$ cat src/rtl/q_learn_pkg.sv
// Shared types and constants for the tic-tac-toe Q-learning datapath.
// Used by the max-Q scanner, the update stage and the epsilon-greedy selector.
package q_learn_pkg;

  localparam int Q_W       = 8;
  localparam int N_ACTIONS = 9;
  localparam int ADDR_W    = 10;
  localparam int ACT_W     = 4;

  localparam logic [ACT_W-1:0] NO_ACTION   = 4'hF;
  localparam logic [ACT_W-1:0] LAST_ACTION = 4'(N_ACTIONS - 1);

  typedef logic [Q_W-1:0] q_val_t;

  typedef enum logic [1:0] {
    ST_IDLE  = 2'd0,
    ST_SCAN  = 2'd1,
    ST_DRAIN = 2'd2,
    ST_DONE  = 2'd3
  } scan_state_e;

endpackage

$ cat src/rtl/q_max_cmp.sv
// Compare-select step of a running argmax over Q-values.
// The first legal candidate always wins; later ones need a strictly greater value, so ties keep the lowest index.
module q_max_cmp
  import q_learn_pkg::*;
(
  input  logic [Q_W-1:0]   run_max_i,
  input  logic [ACT_W-1:0] run_idx_i,
  input  logic [Q_W-1:0]   cand_val_i,
  input  logic [ACT_W-1:0] cand_idx_i,
  input  logic             cand_legal_i,
  output logic [Q_W-1:0]   new_max_o,
  output logic [ACT_W-1:0] new_idx_o
);

  logic take_s;

  // Select the candidate or keep the running pair.
  always_comb begin
    take_s    = cand_legal_i && ((run_idx_i == NO_ACTION) || (cand_val_i > run_max_i));
    new_max_o = run_max_i;
    new_idx_o = run_idx_i;
    if (take_s) begin
      new_max_o = cand_val_i;
      new_idx_o = cand_idx_i;
    end else begin
      new_max_o = run_max_i;
      new_idx_o = run_idx_i;
    end
  end

endmodule

$ cat src/rtl/q_max_scanner.sv
// Scans one Q-table row (cells 0..8) and reports the max Q over legal cells and its argmax.
// Reads are issued for every cell so the start-to-done latency is fixed at N_ACTIONS+2 cycles.
module q_max_scanner
  import q_learn_pkg::*;
(
  input  logic              clk,
  input  logic              rst_n,
  input  logic              start,
  input  logic [ADDR_W-1:0] state_base,
  input  logic [N_ACTIONS-1:0] legal_mask,
  output logic              rd_en,
  output logic [ADDR_W-1:0] rd_addr,
  input  logic [Q_W-1:0]    rd_data,
  output logic              busy,
  output logic              done,
  output logic [Q_W-1:0]    max_Q,
  output logic [ACT_W-1:0]  best_action,
  output logic              no_legal
);

  scan_state_e            state_q, state_d;
  logic [N_ACTIONS-1:0]   mask_q, mask_d;
  logic [ACT_W-1:0]       k_q, k_d;
  logic                   rd_en_q, rd_en_d;
  logic [ADDR_W-1:0]      rd_addr_q, rd_addr_d;
  logic                   busy_q, busy_d;
  logic                   done_q, done_d;
  logic                   cmp_vld_q, cmp_vld_d;
  logic [ACT_W-1:0]       cmp_idx_q, cmp_idx_d;
  logic [Q_W-1:0]         run_max_q, run_max_d;
  logic [ACT_W-1:0]       run_idx_q, run_idx_d;
  logic [Q_W-1:0]         res_max_q, res_max_d;
  logic [ACT_W-1:0]       res_idx_q, res_idx_d;
  logic                   res_nl_q, res_nl_d;

  logic                   cand_legal_s;
  logic [Q_W-1:0]         cmp_max_s;
  logic [ACT_W-1:0]       cmp_idx_s;

  // cmp_vld_q/cmp_idx_q trail the read strobe by one cycle to line up with rd_data.
  assign cand_legal_s = cmp_vld_q & mask_q[cmp_idx_q];

  q_max_cmp u_cmp (
    .run_max_i    (run_max_q),
    .run_idx_i    (run_idx_q),
    .cand_val_i   (rd_data),
    .cand_idx_i   (cmp_idx_q),
    .cand_legal_i (cand_legal_s),
    .new_max_o    (cmp_max_s),
    .new_idx_o    (cmp_idx_s)
  );

  // Next-state logic for the scan FSM, read port, running max and results.
  always_comb begin
    state_d   = state_q;
    mask_d    = mask_q;
    k_d       = k_q;
    rd_en_d   = rd_en_q;
    rd_addr_d = rd_addr_q;
    busy_d    = busy_q;
    done_d    = 1'b0;
    cmp_vld_d = rd_en_q;
    cmp_idx_d = k_q;
    run_max_d = run_max_q;
    run_idx_d = run_idx_q;
    res_max_d = res_max_q;
    res_idx_d = res_idx_q;
    res_nl_d  = res_nl_q;

    if (cmp_vld_q) begin
      run_max_d = cmp_max_s;
      run_idx_d = cmp_idx_s;
    end else begin
      run_max_d = run_max_q;
      run_idx_d = run_idx_q;
    end

    case (state_q)
      ST_IDLE: begin
        if (start) begin
          mask_d    = legal_mask;
          k_d       = 4'd0;
          rd_en_d   = 1'b1;
          rd_addr_d = state_base;
          busy_d    = 1'b1;
          run_max_d = 8'd0;
          run_idx_d = NO_ACTION;
          state_d   = ST_SCAN;
        end else begin
          state_d   = ST_IDLE;
        end
      end
      ST_SCAN: begin
        if (k_q == LAST_ACTION) begin
          rd_en_d = 1'b0;
          state_d = ST_DRAIN;
        end else begin
          rd_addr_d = rd_addr_q + 10'd1;
          k_d       = k_q + 4'd1;
        end
      end
      ST_DRAIN: begin
        // Results take the compare output so the final read is included.
        res_max_d = cmp_max_s;
        res_idx_d = cmp_idx_s;
        res_nl_d  = (mask_q == 9'd0);
        done_d    = 1'b1;
        state_d   = ST_DONE;
      end
      ST_DONE: begin
        busy_d  = 1'b0;
        state_d = ST_IDLE;
      end
      default: begin
        rd_en_d = 1'b0;
        busy_d  = 1'b0;
        state_d = ST_IDLE;
      end
    endcase
  end

  // State and output registers; reset aborts any scan in progress.
  always_ff @(posedge clk or negedge rst_n) begin
    if (!rst_n) begin
      state_q   <= ST_IDLE;
      mask_q    <= 9'd0;
      k_q       <= 4'd0;
      rd_en_q   <= 1'b0;
      rd_addr_q <= 10'd0;
      busy_q    <= 1'b0;
      done_q    <= 1'b0;
      cmp_vld_q <= 1'b0;
      cmp_idx_q <= 4'd0;
      run_max_q <= 8'd0;
      run_idx_q <= NO_ACTION;
      res_max_q <= 8'd0;
      res_idx_q <= NO_ACTION;
      res_nl_q  <= 1'b0;
    end else begin
      state_q   <= state_d;
      mask_q    <= mask_d;
      k_q       <= k_d;
      rd_en_q   <= rd_en_d;
      rd_addr_q <= rd_addr_d;
      busy_q    <= busy_d;
      done_q    <= done_d;
      cmp_vld_q <= cmp_vld_d;
      cmp_idx_q <= cmp_idx_d;
      run_max_q <= run_max_d;
      run_idx_q <= run_idx_d;
      res_max_q <= res_max_d;
      res_idx_q <= res_idx_d;
      res_nl_q  <= res_nl_d;
    end
  end

  assign rd_en       = rd_en_q;
  assign rd_addr     = rd_addr_q;
  assign busy        = busy_q;
  assign done        = done_q;
  assign max_Q       = res_max_q;
  assign best_action = res_idx_q;
  assign no_legal    = res_nl_q;

endmodule

$ cat config.mk
export PLATFORM = sky130hd
export DESIGN_NAME = q_max_scanner
export DESIGN_NICKNAME = d
export VERILOG_FILES = /design/src/rtl/q_learn_pkg.sv /design/src/rtl/q_max_cmp.sv /design/src/rtl/q_max_scanner.sv
export SDC_FILE = /design/constraint.sdc
export NUM_CORES = 1
export LEC_CHECK = 0
export ABC_AREA = 1
export ABC_CLOCK_PERIOD_IN_PS = 1900
export CAP_MARGIN = 20
export CORE_UTILIZATION = 30
export CTS_CLUSTER_DIAMETER = 80
export DETAILED_ROUTE_END_ITERATION = 10
export PLACE_DENSITY = 0.58
export SLEW_MARGIN = 10
export SYNTH_ARGS = -nofsm -noshare
export SYNTH_HDL_FRONTEND = slang
export SYNTH_HIERARCHICAL = 1
export SYNTH_SLANG_ARGS = --single-unit
$ cat constraint.sdc
create_clock -name clk -period 1.9 [get_ports clk]
set_input_delay 0.38 -clock clk [delete_from_list [all_inputs] [get_ports clk]]
set_output_delay 0.38 -clock clk [all_outputs]
set_load 0.01 [all_outputs]
==> summary.md, run 1 <==
| Metric | Value |
|---|---|
| Outcome | finished clean |
| VDD IR max | between 0.0006 and 0.0007 V |
| Syn Std Cell Area | 3110 µm² |
| CTS H-tree depth | 3 |
| Worst-path maximum fanout | 6 |
| Period minus WS final | 1.79 ns |
| Layout cells sized above 1 | 0.152 |
| Area delta synth->final | 36.4% |
| Diode count | 0 |
| # nets final | 527 |
| Critical path required time | ~2.2 ns |
| CTS buffer count | 9 |
| Placed instance count | 602 |
| Worst-margin pin slew | 0.309 ns |
| GRT Overall Usage | 0.153 |
| Worst EP arrival | 2.04 ns |
| RSZ-0062 raised after global routing | true |
| Proportion of synthesized flip-flops having asynchronous set or reset | 1.00 |
| Synthesized Nets | roughly 450 |
| Row count | 36 |
| Area leader, netlist | dfrtp_1 |
| Synth top area cells | dfrtp_1, nand2_1, dfstp_2 |
| Final Util | 0.429 |
| First-pass DRT Iterations | 4 |
| Worst setup EP type | flop |
| Final Hold Fails | 0 |
| Clock Skew | 0.00636 ns |
| Max Cap Viol | 0 |
| Met2 WL post-DR | 3650 µm |
| Antenna Violating Nets Remaining | 0 |
| CTS Buffer Depth | 2 |
| Crit path launch type | input pin |
| First-pass GRT wire length | approximately 13000 µm |
| Vias | 2832 |
| Ys Warns | 6 |
| Overall die width | 104 µm |
| P_leak | around 0.0021 µW |
| Share of the synthesized area in the top cell type | 0.402 |
| Sink Count | 58 |
| FF+latch area | 1460 µm² |
| Syn avg cell area | 7.65 µm² |
| Tcrit/Tclk final | 0.943 |
| Fin worst setup slack | between 0.1 and 0.15 ns |
| GR Overflow Total | 0 |
| Top layer in use | met4 |
| HPWL Detailed | 5270 µm |
| Crit Path Class | input pin to flop |
| Initial antenna violation count | 0 |
| Achievable Freq | 558 MHz |
| Top_reg_cell synth | dfrtp_1 |
| Via density per instance | 4.57 |
| Multi-input logic area | about 1500 µm² |
| Cell Count, Final, Fillers Out | 620 |
| Gpl congestion | a little over 0.8 |
| Setup Total Neg Slack | 0 ns |
| Root buffer cell | clkbuf_8 |
| Synth Register Bits | 58 |
| Die Ht | 104 µm |
| Routed wl met3 | around 360 µm |
| Vias in the first global route | 2836 |
| Setup violators final | 0 |
| DRC Markers | 0 |
| Later-pin clock latency in the skew report | 0.33 ns |
| Slew Limit Fails | 0 |
| Clock transition at path regs | ~0.060 ns |
| Sequential area share after synthesis | 0.469 |
| DP Worst Slack | -0.336 ns |
| Iteration-0 DRC Markers | ~80 |
| Post-synth EDFFs | 0 |
| Largest net degree at the start of global routing | 41 |
| IO Port Bufs | 55 |
| Total Wirelength | 7590 µm |
| WL per Instance | 12.2 µm |
| Met1 Routed Length | 3520 µm |
| Cell variety after synth | 30 |
| Normalized max-slew margin | 0.793 |
| Hold-fix buffers, CTS | 0 |
| Initial core utilization | 0.314 |
| Power density cells | 1700 nW/µm² |
| CTS tree | built |
| Post-Syn Instances | about 400 |
| Worst hold path class | input pin to async pin |
| # fillers | 1006 |
| Top Ports | 56 |
| Reg2Reg Setup Slack | around 0.12 ns |
| Die area | 10800 µm² |
| Core Area | 9910 µm² |
==> flip-flops by register name, indices dropped and copies added (netlist names), 2 cells and up <==
signal       count
best_action      4
cmp_idx_d        4
cmp_idx_q        4
mask_q           9
max_Q            8
rd_addr         10
run_idx_q        4
run_max_q        8
state_q          2
==> critical path, cell delays in order <==
cell and delay [ns]:
clkdlybuf4s50_1 0.45, ha_1 0.29, nand2_1 0.06, nor2_2 0.10
nand2_1 0.06, nand2_1 0.07, nand2_2 0.07, nand2_4 0.11
buf_6 0.14, nand3_2 0.06, nand2_2 0.07, nand2_1 0.05
a21oi_1 0.13
==> cell usage after synthesis (2+ instances only) <==
| master | n |
|---|---|
| nand2_1 | 143 |
| dfrtp_1 | 50 |
| nor2_1 | 39 |
| nand3_1 | 36 |
| inv_1 | 33 |
| o21ai_1 | 24 |
| ha_1 | 15 |
| a21oi_1 | 9 |
| dfstp_2 | 8 |
| clkbuf_1 | 7 |
| inv_2 | 6 |
| nand4_1 | 6 |
| o21ai_0 | 6 |
| buf_6 | 3 |
| nand2_2 | 3 |
| xor2_1 | 3 |
| buf_2 | 2 |
| or2_1 | 2 |
==> cells by family (layout without fill, tap and decap cells) <==
family / count (synthesis) / after routing / synth area share
buffers and inverters: 54 / 133 / 0.0748
xor gates and xnor gates: 3 / 3 / 0.00844
DFF: 58 / 58 / 0.469
adders and majority gates: 15 / 15 / 0.0603
AOI/OAI and AO/OA: 45 / 45 / 0.0796
and+or+nand+nor: 232 / 233 / 0.307
==> metrics by stage <==
| stage | hold WS (ns) | cell area, µm² | total power, µW |
|---|---|---|---|
| 4_1_cts | 0.0192 | 4130 | 7080 |
| 6_report | 0.0203 | 4250 | 7220 |
| 2_1_floorplan | 0.0844 | 3110 | 4500 |
| 5_1_grt | 0.0313 | 4250 | 7920 |
| 3_5_place_dp | 0.387 | 3910 | 5780 |
| 3_3_place_gp | 0.393 | 3910 | 5700 |
==> layout make-up <==
class / instances / share of cell area
timing repair buffer: 76 / 0.174
clock buffer: 11 / 0.0333
tap: 133 / 0.0392
inverter: 41 / 0.0365
multi-input combinational: 296 / 0.355
clock inverter: 5 / 0.0183
sequential: 58 / 0.344
==> worst paths after layout <==
check	depth (start not counted)	to	startpoint
worst max-delay path	13	run_max_q[6]$_DFF_PN0_	rd_data[4]
min in group clk	0	cmp_idx_q[1]$_DFF_PN0_	cmp_idx_d[1]$_DFFE_PN0P_
max in group asynchronous	2	run_idx_q[2]$_DFF_PN1_	rst_n
worst max register to register	12	run_max_q[2]$_DFF_PN0_	run_max_q[7]$_DFF_PN0_
worst min-delay path	2	run_max_q[1]$_DFF_PN0_	rst_n
worst min register to register	0	cmp_idx_q[1]$_DFF_PN0_	cmp_idx_d[1]$_DFFE_PN0P_
==> cells in the final DEF, fill, tap and decap left out, types with 3 or more instances in the layout <==
master / netlist / layout
nand2_1: 143 / 139
dfrtp_1: 50 / 50
clkdlybuf4s50_1: 0 / 47
nor2_1: 39 / 37
nand3_1: 36 / 33
inv_1: 33 / 32
o21ai_1: 24 / 24
buf_4: 1 / 19
ha_1: 15 / 12
clkbuf_8: 0 / 10
a21oi_1: 9 / 9
dfstp_2: 8 / 8
inv_2: 6 / 7
dlymetal6s2s_1: 0 / 7
nand2_2: 3 / 6
o21ai_0: 6 / 6
nand4_1: 6 / 6
nand2_4: 1 / 3
clkinv_2: 1 / 3
xor2_1: 3 / 3
nand3_2: 0 / 3
ha_4: 0 / 3
==> report_power, final <==
part / switching, µW / internal, µW / total [µW] / leakage, µW
Combinational: 2110 / 1560 / 3670 / 0.00129
Clock: 492 / 770 / 1260 / 0.000109
Sequential: 435 / 1850 / 2290 / 0.000711
Total: 3040 / 4180 / 7220 / 0.00211
==> metal layers <==
layer | up-vias | track usage
met5 | - | 0
met4 | 0 | 0.0337
met3 | 7 | 0.0439
met2 | 58 | 0.253
met1 | 1326 | 0.197
li1 | 1441 | -
==> what timing repair did <==
| action | CTS | global route |
|---|---|---|
| buffers inserted | 0 | 1 |
| resized for setup | 0 | 24 |
| setup endpoints to repair | 0 | 24 |
No activity file was read; power rests on OpenSTA's default activity.
==> inputs of run 2 (changes only) <==
--- a/config.mk
+++ b/config.mk
@@ -5,13 +5,12 @@
 export SDC_FILE = /design/constraint.sdc
 export NUM_CORES = 1
 export LEC_CHECK = 0
-export ABC_AREA = 1
 export ABC_CLOCK_PERIOD_IN_PS = 1900
 export CAP_MARGIN = 20
 export CORE_UTILIZATION = 30
 export CTS_CLUSTER_DIAMETER = 80
 export DETAILED_ROUTE_END_ITERATION = 10
-export PLACE_DENSITY = 0.58
+export PLACE_DENSITY = 0.57
 export SLEW_MARGIN = 10
 export SYNTH_ARGS = -nofsm -noshare
 export SYNTH_HDL_FRONTEND = slang
==> constraint.sdc (replaced) <==
create_clock -name clk -period 1.9 [get_ports clk]
set_input_delay 0.38 -clock clk [delete_from_list [all_inputs] [get_ports clk]]
set_output_delay 0.38 -clock clk [all_outputs]
set_load 0.005 [all_outputs]
==> run 2 against run 1 <==
The flow now finishes with violations (setup timing). Final area up 17%. Utilization up 4.5 points. Die area up 6.1%. Largest cell class unchanged. Critical endpoint is now run_max_q[3]$_DFF_PN0_. Sequential share of layout area down 5.0 points. Global-route usage up 1.0 points. Routed wire length up 14%. Count of clock-buffer cells in the layout up 4. Setup slack worse by 0.33 ns. Register-to-register slack worse by 0.34 ns. Synthesized area up 6.3%. Fmax down 16%. Power up 18%.
==> summary.md, run 2 <==
| Metric | Value |
|---|---|
| Adder-Cell Fraction of Synth Area | 0.0567 (-0.00356) |
| First-pass GRT wire length | 14600 µm (+9.2%) |
| RSZ-0062 raised after global routing | true |
| Share of the synthesized area in the top cell type | 0.378 (-0.0237) |
| Cell variety after synth | 51 (+70%) |
| Area leader, netlist | dfrtp_1 |
| Largest family of logic cells by synthesized area | compound AO/OA/AOI/OAI gates |
| Hold Slack | 0.0249 ns (+0.00462 ns) |
| Tcrit/Tclk final | 1.12 (+0.175) |
| Worst setup EP type | flop |
| Worst EP arrival | 2.40 ns (+0.36 ns) |
| Hold-fix buffers, CTS | 0 (unchanged) |
| Vias | 2889 (+2.0%) |
| Top_reg_cell synth | dfrtp_1 |
| Die area | 11500 µm² (+6.1%) |
| CTS buffer count | 9 (unchanged) |
| Sequential area share after synthesis | 0.442 (-0.0277) |
| GR Overflow Total | 0 (unchanged) |
| Most frequent cells in the layout | buf_4, dfrtp_1, nand2_1, clkdlybuf4s50_1, inv_1 |
| Post-synth top cells | dfrtp_1, nand2_1, inv_1 |
| Worst-margin pin slew | 0.549 ns (+0.239 ns) |
| Max Cap Viol | 0 (unchanged) |
| Gpl congestion | 0.778 (-6.3%) |
| Synthesized Nets | 373 (-17%) |
| CTS Buffer Depth | 2 (unchanged) |
| Synth Register Bits | 58 (unchanged) |
| Syn Std Cell Area | 3310 µm² (+6.3%) |
| Final Hold Fails | 0 (unchanged) |
| Compound-Gate Fraction of Synth Area | 0.165 (+0.0853) |
| Overall die width | 107 µm (+3.0%) |
| Core Area | 10500 µm² (+6.0%) |
| Ys Warns | 6 (unchanged) |
| Root buffer cell | clkbuf_8 |
| WL per Instance | 14.8 µm (+21%) |
| Clock Skew | 0.00802 ns (+0.00166 ns) |
| Largest net degree at the start of global routing | 23 (-44%) |
| Slew Limit Fails | 0 (unchanged) |
| CTS tree | built |
| Mux share of post-synthesis cell area | 0.107 (+0.107) |
| XOR/XNOR Fraction of Synth Area | 0 (-0.00844) |
| Simple-Gate Fraction of Synth Area | 0.164 (-0.144) |
| Setup Total Neg Slack | -3.75 ns (-3.75 ns) |
| Total power | 8490 µW (+18%) |
| GRT Overall Usage | 0.163 (+0.0103) |
| Crit path launch type | input pin |
| Critical path required time | 2.17 ns (+0.02 ns) |
| Initial core utilization | 0.315 (+0.000658) |
| Total Wirelength | 8650 µm (+14%) |
| Outcome | finished, violations left |
| Commonest non-fill, non-tap cell in the layout | buf_4 |
| Area delta synth->final | 50.4% |
| Post-synth EDFFs | 0 (unchanged) |
| Layout cells sized above 1 | 0.356 (+0.204) |
| Iteration-0 DRC Markers | 104 (+32%) |
| # nets final | 489 (-7.2%) |
| Placed instance count | 555 (-7.8%) |
| Most frequent cell after synthesis | dfrtp_1 |
| Clock transition at path regs | 0.07 ns (about the same) |
| Via density per instance | 4.94 (+8.1%) |
| Antenna Violating Nets Remaining | 0 (unchanged) |
| Period minus WS final | 2.12 ns (+0.333 ns) |
| Setup violators final | 24 (+24) |
| Violated checks | setup timing |
| Worst hold path class | input pin to async pin |
| Sink Count | 58 (unchanged) |
| CTS H-tree depth | 3 (unchanged) |
| Syn avg cell area | 10.1 µm² (+32%) |
| Diode count | 0 (unchanged) |
| First-pass DRT Iterations | 4 (unchanged) |
| Initial antenna violation count | 0 (unchanged) |
| Die Ht | 107 µm (+3.0%) |
| DRC Markers | 0 (unchanged) |
| Synth top area cells | dfrtp_1, dfstp_2, ha_1 |
| Power density cells | 1710 nW/µm² (+0.28%) |
| Row count | 37 (+2.8%) |
| Post-Syn Instances | 328 (-19%) |
| HPWL Detailed | 6000 µm (+14%) |
| Top Ports | 56 (unchanged) |
| Later-pin clock latency in the skew report | 0.34 ns (about the same) |
| Vias in the first global route | 3097 (+9.2%) |
| Largest register FFs | 10 (unchanged) |
| Normalized max-slew margin | 0.634 (-0.159) |
| VDD IR max | 0.000639 V (-3.9%) |
| P_leak | 0.00227 µW (+7.7%) |
| Fin worst setup slack | -0.224 ns (-0.333 ns) |
| Cell Count, Final, Fillers Out | 585 (-5.6%) |
| Fin area | 4980 µm² (+17%) |
| Achievable Freq | 471 MHz (-16%) |
| Crit Path Class | input pin to flop |
| Worst-path maximum fanout | 6 (unchanged) |
| IO Port Bufs | 55 (unchanged) |
| Proportion of synthesized flip-flops having asynchronous set or reset | 1.00 (unchanged) |
| DP Area | 4450 µm² (+14%) |
## run 2: path summary, 6_finish.rpt
kind                                          startpoint                          to  slack [ns]  cells after the start
max in group asynchronous                          rst_n  best_action[3]$_DFFE_PN1P_        1.30                      2
worst max-delay path                          rd_data[2]      run_max_q[3]$_DFF_PN0_       -0.22                      8
worst max register to register    run_max_q[1]$_DFF_PN0_      run_max_q[3]$_DFF_PN0_       -0.22                      9
min in group clk                cmp_idx_d[1]$_DFFE_PN0P_      cmp_idx_q[1]$_DFF_PN0_        0.44                      0
worst min-delay path                               rst_n        max_Q[0]$_DFFE_PN0P_        0.02                      1
worst min register to register  cmp_idx_d[1]$_DFFE_PN0P_      cmp_idx_q[1]$_DFF_PN0_        0.44                      0
## run 2: report_power, final
part	internal [µW]	total [µW]	switching, µW
sequential	1830	2290	458
clock	752	1260	504
combinational	2710	4940	2230
total	5300	8490	3190
## run 2: routing by layer
layer  up-vias  wire [µm]  GRT usage  part of all wire
li1       1394          -          -                 -
met1      1426       4020      0.206              0.46
met2        58       4210      0.272              0.49
met3        11        269     0.0292             0.031
met4         0        150     0.0705             0.017
met5         -          0          0                 0
## run 2: timing repair
item	in CTS	in global routing
gates cloned	1	0
hold endpoints to repair	0	0
setup buffers	10	3
pin swaps	23	10
endpoints found under the setup margin	24	24
resized for setup	38	11
## run 2: layout make-up
class                   instances  area [µm²]
inverters                      32         120
well taps                     136         170
clock buffers                  15         186
multi-input cells             223        1920
flip-flops and latches         58        1460
repair buffers                120        1090
clock inverters                 1        30.0
fillers                       995        5530
## run 2: critical path, stage by stage
cell             delay (ns)
clkdlybuf4s50_1        0.43
ha_1                   0.32
o211ai_1               0.13
a21bo_4                0.24
o32a_4                 0.46
o221ai_4               0.20
mux2i_1                0.12
nor2_1                 0.10
## run 2: stage by stage
stage	util	worst slack (ns)
after floorplan	-	-0.123
after global placement	0.423	-0.578
after detailed placement	0.423	-0.638
after CTS	0.467	-0.205
after global routing	0.474	-0.318
final	0.474	-0.224
## run 2: kinds of logic (layout without fill, tap and decap cells)
kind of cell             count (synthesis)  count (layout)
AND/OR/NAND/NOR                        110             110
AO/OA/AOI/OAI                           65              66
flip-flops                              58              58
buffers and inverters                   48             168
multiplexers                            32              32
adder cells (fa/ha/maj)                 15              15
==> inputs of run 3 (changes only) <==
--- a/config.mk
+++ b/config.mk
@@ -9,6 +9,7 @@
 export CAP_MARGIN = 20
 export CORE_UTILIZATION = 30
 export CTS_CLUSTER_DIAMETER = 80
+export CTS_CLUSTER_SIZE = 24
 export DETAILED_ROUTE_END_ITERATION = 10
 export PLACE_DENSITY = 0.57
 export SLEW_MARGIN = 10
==> results of run 3 <==
Final layout, timing and power as in run 2 (identical DEF).
